**config.mk**
```make
export PLATFORM = sky130hd
export DESIGN_NAME = stream_fifo_reader_flat
export DESIGN_NICKNAME = d
export VERILOG_FILES = /design/src/rtl/stream_xbar_pkg.sv /design/src/rtl/stream_fifo_reader_if.sv /design/src/rtl/stream_out_buf.sv /design/src/rtl/stream_fifo_reader.sv /design/src/flat_wrapper.sv
export SDC_FILE = /design/constraint.sdc
export NUM_CORES = 1
export LEC_CHECK = 0
export BUFFER_PORTS_ARGS = -buffer_cell sky130_fd_sc_hd__buf_2
export CAP_MARGIN = 5
export CELL_PAD_IN_SITES_DETAIL_PLACEMENT = 0
export CELL_PAD_IN_SITES_GLOBAL_PLACEMENT = 1
export CORE_AREA = 2 2 53 55
export DETAILED_ROUTE_END_ITERATION = 8
export DIE_AREA = 0 0 55 57
export PLACE_DENSITY = 0.77
export SLEW_MARGIN = 40
export SYNTH_ARGS = -nofsm -noshare
export SYNTH_HDL_FRONTEND = slang
export SYNTH_SLANG_ARGS = --single-unit
```
**constraint.sdc**
```tcl
create_clock -name clk -period 2.7 [get_ports clk]
set_input_delay 0.54 -clock clk [delete_from_list [all_inputs] [get_ports clk]]
set_output_delay 0.54 -clock clk [all_outputs]
set_load 0.01 [all_outputs]
```
**src/rtl/stream_xbar_pkg.sv**
```systemverilog
// Shared types and constants for the crossbar stream read path.
package stream_xbar_pkg;

  localparam int BUF_DEPTH       = 2;
  localparam int BEAT_DATA_WIDTH = 8;

  typedef logic [1:0] occ_t;

  typedef struct packed {
    logic [BEAT_DATA_WIDTH-1:0] data;
    logic                       last;
  } stream_beat_t;

endpackage

```
**src/rtl/stream_fifo_reader_if.sv**
```systemverilog
// Valid/ready stream bundle between a FIFO reader and the crossbar arbiter.
interface stream_fifo_reader_if #(
  parameter int T_DATA_WIDTH = 8
);
  logic [T_DATA_WIDTH-1:0] m_data_o;
  logic                    m_valid_o;
  logic                    m_ready_i;
  logic                    m_last_o;

  modport master (output m_data_o, output m_valid_o, output m_last_o, input m_ready_i);
  modport slave  (input m_data_o, input m_valid_o, input m_last_o, output m_ready_i);
endinterface

```
**src/rtl/stream_out_buf.sv**
```systemverilog
// Two-entry output buffer: slot 0 is the stream head, arrivals append behind
// whatever survives this cycle's pop.
module stream_out_buf
  import stream_xbar_pkg::*;
#(
  parameter int T_DATA_WIDTH = 8
) (
  input  logic                    clk,
  input  logic                    rst_n,
  input  logic                    wr_en,
  input  logic [T_DATA_WIDTH-1:0] wr_data,
  input  logic                    pop,
  output occ_t                    occ,
  output logic [T_DATA_WIDTH-1:0] head
);

  occ_t                    occ_q, occ_d;
  occ_t                    occ_after_pop;
  logic [T_DATA_WIDTH-1:0] slot_q [BUF_DEPTH];
  logic [T_DATA_WIDTH-1:0] slot_d [BUF_DEPTH];

  always_comb begin
    occ_after_pop = occ_q - {1'b0, pop};
    slot_d        = slot_q;
    if (pop && occ_q == 2'd2) begin
      slot_d[0] = slot_q[1];
    end
    // A write can only happen when at most one word survives the pop.
    if (wr_en) begin
      slot_d[occ_after_pop[0]] = wr_data;
    end
    occ_d = occ_after_pop + {1'b0, wr_en};
  end

  always_ff @(posedge clk) begin
    if (!rst_n) begin
      occ_q <= '0;
    end else begin
      occ_q <= occ_d;
    end
  end

  generate
    for (genvar gi = 0; gi < BUF_DEPTH; gi++) begin : g_slot
      always_ff @(posedge clk) begin
        slot_q[gi] <= slot_d[gi];
      end
    end
  endgenerate

  assign occ  = occ_q;
  assign head = slot_q[0];

endmodule

```
**src/rtl/stream_fifo_reader.sv**
```systemverilog
// FIFO read side to valid/ready stream master with one-cycle read latency.
// Optional packet-last generation enabled by defining STREAM_RD_LAST_EN.
module stream_fifo_reader
  import stream_xbar_pkg::*;
#(
  parameter int T_DATA_WIDTH  = 8,
  parameter int PKT_LEN_WIDTH = 8
) (
  input  logic                     clk,
  input  logic                     rst_n,
  input  logic [T_DATA_WIDTH-1:0]  fifo_data,
  input  logic                     fifo_empty,
  output logic                     fifo_rd_en,
  stream_fifo_reader_if.master     m,
  input  logic [PKT_LEN_WIDTH-1:0] pkt_len_i,
  output logic [1:0]               level_o
);

  logic                    inflight_q, inflight_d;
  occ_t                    occ;
  logic [T_DATA_WIDTH-1:0] head;
  logic                    valid;
  logic                    pop;
  logic [2:0]              committed;
  logic                    last;

  stream_out_buf #(
    .T_DATA_WIDTH (T_DATA_WIDTH)
  ) u_buf (
    .clk     (clk),
    .rst_n   (rst_n),
    .wr_en   (inflight_q),
    .wr_data (fifo_data),
    .pop     (pop),
    .occ     (occ),
    .head    (head)
  );

  assign valid = (occ != 2'd0);
  assign pop   = valid && m.m_ready_i;

  // Words already owned (buffered or in flight) after this cycle's pop must leave
  // room for the read we are about to issue.
  always_comb begin
    committed  = {1'b0, occ} + {2'b00, inflight_q} - {2'b00, pop};
    fifo_rd_en = rst_n && !fifo_empty && (committed < 3'd2);
    inflight_d = fifo_rd_en;
  end

  always_ff @(posedge clk) begin
    if (!rst_n) begin
      inflight_q <= 1'b0;
    end else begin
      inflight_q <= inflight_d;
    end
  end

`ifdef STREAM_RD_LAST_EN
  logic [PKT_LEN_WIDTH-1:0] cnt_q, cnt_d;

  always_comb begin
    last  = valid && (cnt_q == pkt_len_i);
    cnt_d = cnt_q;
    if (pop) begin
      cnt_d = last ? '0 : cnt_q + 1'b1;
    end
  end

  always_ff @(posedge clk) begin
    if (!rst_n) begin
      cnt_q <= '0;
    end else begin
      cnt_q <= cnt_d;
    end
  end
`else
  logic unused_pkt_len;
  assign unused_pkt_len = ^pkt_len_i;
  assign last           = 1'b0;
`endif

  assign m.m_data_o  = head;
  assign m.m_valid_o = valid;
  assign m.m_last_o  = last;
  assign level_o     = occ;

endmodule

```
**src/flat_wrapper.sv**
```systemverilog
// flat-port wrapper written by rule: the top's interface ports become plain ports
module stream_fifo_reader_flat import stream_xbar_pkg::*;
#(
  parameter int T_DATA_WIDTH  = 8,
  parameter int PKT_LEN_WIDTH = 8
)
  (clk, rst_n, fifo_data, fifo_empty, fifo_rd_en, pkt_len_i, level_o, m_m_data_o, m_m_valid_o, m_m_last_o, m_m_ready_i);
  stream_fifo_reader_if #(.T_DATA_WIDTH(T_DATA_WIDTH)) m_i ();
  input  logic clk;
  input  logic rst_n;
  input  logic [T_DATA_WIDTH-1:0] fifo_data;
  input  logic fifo_empty;
  output logic fifo_rd_en;
  input  logic [PKT_LEN_WIDTH-1:0] pkt_len_i;
  output logic [1:0] level_o;
  output wire logic [$bits(m_i.m_data_o)-1:0] m_m_data_o;
  output wire logic [$bits(m_i.m_valid_o)-1:0] m_m_valid_o;
  output wire logic [$bits(m_i.m_last_o)-1:0] m_m_last_o;
  input wire logic [$bits(m_i.m_ready_i)-1:0] m_m_ready_i;
  assign m_m_data_o = m_i.m_data_o;
  assign m_m_valid_o = m_i.m_valid_o;
  assign m_m_last_o = m_i.m_last_o;
  assign m_i.m_ready_i = m_m_ready_i;
  stream_fifo_reader #(.T_DATA_WIDTH(T_DATA_WIDTH), .PKT_LEN_WIDTH(PKT_LEN_WIDTH)) u_core (.clk(clk), .rst_n(rst_n), .fifo_data(fifo_data), .fifo_empty(fifo_empty), .fifo_rd_en(fifo_rd_en), .m(m_i), .pkt_len_i(pkt_len_i), .level_o(level_o));
endmodule
```
==> impl_results.md <==
* Warnings from Yosys at 0
* Post-synth net total at 90
* Die ar. at 3140 um2
* Post-synthesis cell area at a little under 900 um2
* Max-slew violation count at 0
* VDD IR-drop max at between 300 and 400 uV
* CTS Buffer Depth at 2
* Pin count of the biggest net entering global routing at 18
* CTS buffer count at 3
* Die Y at between 50 and 60 um
* Status: complete, no violations
* Routed WL per cell at 13.4 um
* Syn avg cell area at between 10 and 15 um2
* Count of state elements after synthesis at 19
* TritonCTS clock tree: built
* Setup crit end kind: output pin
* Pre-CTS WS at about 0.37 ns
* Clock sinks at 19
* Worst-path cell chain: or2_2, and3b_1, fa_1, xor2_1, nor3_1, buf_2
* # setup viols final at 0
* Period utilisation layout at 0.954
* Total Neg Setup Slack at 0 ns
* Drt drc at 0
* Arrival time at the worst endpoint at 2.04 ns
* Fraction of layout cells with a size suffix above 1 at 0.386
* Leakage power at just under 0.0004 uW
* Fmax at 388 MHz
* Crit path required time at around 2.2 ns
* Vias in the first global route at 547
* CTS root buf: clkbuf_4
* Grt ovf at 0
* Port buffer count at 23
* DRT Pass-1 Iters at 4
* Max-Cap Viols at 0
* Total chip power at 624 uW
* Layout Utilization at 0.370
* H-tree Lvls at 1
* Routability congestion estimate at between 0.6 and 0.7
* Cell count after synthesis at roughly 70
* Fin nets at around 110
* Yosys cell types at 24
* Peak per-stage delay on the critical path at 0.41 ns
* Core Area at approximately 2600 um2
* Initial DRC count at 10
* Vias at roughly 570
* Critical path class: reg -> out
* M2 GR Usage at 0.153
* Diodes inserted at 0
* Vias per cell at a little over 5
* Post-route ant nets at 0
* Final worst setup slack at around 0.12 ns
* Critical Path Start Type: flip-flop
* Tot GR Track Use at 0.109
* First-pass GRT wire length at between 2 and 2.5 mm
* Pwr/cell area at 645 nW/um2
* Die W at approximately 55 um
* IO Pins at 33
* Final wirelength at around 1.5 mm
* Worst Hold Class: in -> reg
* Core Rows at 19
* RSZ-0062 raised after global routing: no
* Hold_ws at 0.403 ns
* Hold Violations, Final at 0
* Fin crit period at between 2 and 3 ns
* GRT Max-Usage Layer: met2
* Post-synthesis sequential area ratio at 0.529
* Post-CTS Setup Bufs at 0
* Final HPWL DP at around 1.0 mm
* Initial core utilization at 0.333
* GR Util met1 at 0.148
* Crit-path max FO at 6
* Area delta synth->final at 11.2%
* Fin Clk Skew at roughly 0.0091 ns
* GR Util met3 at 0.0550
* Later-pin clock latency in the skew report at 0.30 ns
* Initial antenna violation count at 0
* Worst-path clk slew at ~0.10 ns
* Worst path slowest cell: fa_1
==> layout make-up <==
cell class                      instances  area (um2)
Clock buffer                            3        22.5
Clock inverter                          1        5.00
Fill cell                             278        1650
Inverter                                1        3.75
Multi-Input combinational cell         36         317
Sequential cell                        19         465
Tap cell                               31        38.8
Timing Repair Buffer                   23         115
==> through the flow <==
step / instances / area, um2
2_1_floorplan: 68 / 870
3_3_place_gp: 110 / 935
3_5_place_dp: 110 / 935
4_1_cts: 114 / 962
5_1_grt: 114 / 967
6_report: 114 / 967
==> cells in the mapped netlist <==
cell      number  area, um2
edfxtp_1       8        240
xor2_1         2       17.5
ha_1           1       12.5
nor3_1         2       10.0
a21boi_0       1       7.51
inv_1          1       3.75
o221a_1        8       90.1
nand3b_2       1       11.3
or3_1          1       6.26
o21ai_0        1       5.00
nand2b_1       1       6.26
buf_2          2       10.0
and3b_1        1       8.76
conb_1         1       3.75
buf_6          1       11.3
nand4b_1       8       70.1
nor2b_1        1       6.26
or2_2          1       6.26
nand2_1        3       11.3
fa_1           1       20.0
and2_1         1       6.26
a22o_4         1       17.5
dfxtp_1       11        220
buf_4          9       67.6
==> where the power goes <==
group          internal [uW]  switching, uW
clock                   55.1           88.5
sequential               335           23.9
combinational           66.7           55.1
==> worst max-delay path: cells and delay by family, from the launching register on <==
kind | cells | cell delay (ns)
xor gates and xnor gates | 1 | 0.16
adders and majority gates | 1 | 0.41
buffers and inverters | 1 | 0.15
DFF | 1 | 0.36
and+or+nand+nor | 3 | 0.66
==> cells by family after synthesis <==
kind of cell / after synthesis / synth area share
AND/OR/NAND/NOR: 20 / 0.164
other: 1 / 0.00431
AO/OA/AOI/OAI: 11 / 0.138
buffers and inverters: 13 / 0.106
XOR/XNOR: 2 / 0.0201
adder cells (fa/ha/maj): 2 / 0.0374
flip-flops: 19 / 0.529
==> worst paths after layout <==
check | to | slack (ns) | startpoint | cells after the start
worst max register to register | u_core.u_buf.occ[1] | 0.83 | u_core.u_buf.occ[0] | 5
worst min register to register | u_core.u_buf.head[3] | 0.52 | flip-flop | 1
worst max-delay path | fifo_rd_en | 0.12 | u_core.u_buf.occ[0] | 6
worst min-delay path | u_core.inflight_q | 0.40 | fifo_empty | 2
==> what timing repair did <==
item | 4_1_cts | 5_1_grt
resized for setup | 0 | 3
setup endpoints to repair | 0 | 1
hold buffers | 0 | 0
==> metal layers <==
metal	part of all wire	vias to the layer above
met5	0	-
met4	0	0
met3	0.074	0
met2	0.44	25
met1	0.49	267
li1	-	281
==> placed cells by master, fill, tap and decap left out <==
cell type   n
o21ai_0     1
a22o_4      1
clkinv_2    1
conb_1      1
or2_2       1
nand4b_1    8
and3b_1     1
dfxtp_2     1
nor3_1      2
buf_2      23
dfxtp_4     1
o221a_1     8
dfxtp_1     9
and2_1      1
edfxtp_1    8
inv_1       1
nand3b_2    1
nor2b_1     1
clkbuf_4    3
or3_1       1
nand2_1     3
ha_1        1
nand2b_1    1
a21boi_0    1
fa_1        1
xor2_1      2
(Power assumes the default switching activity.)
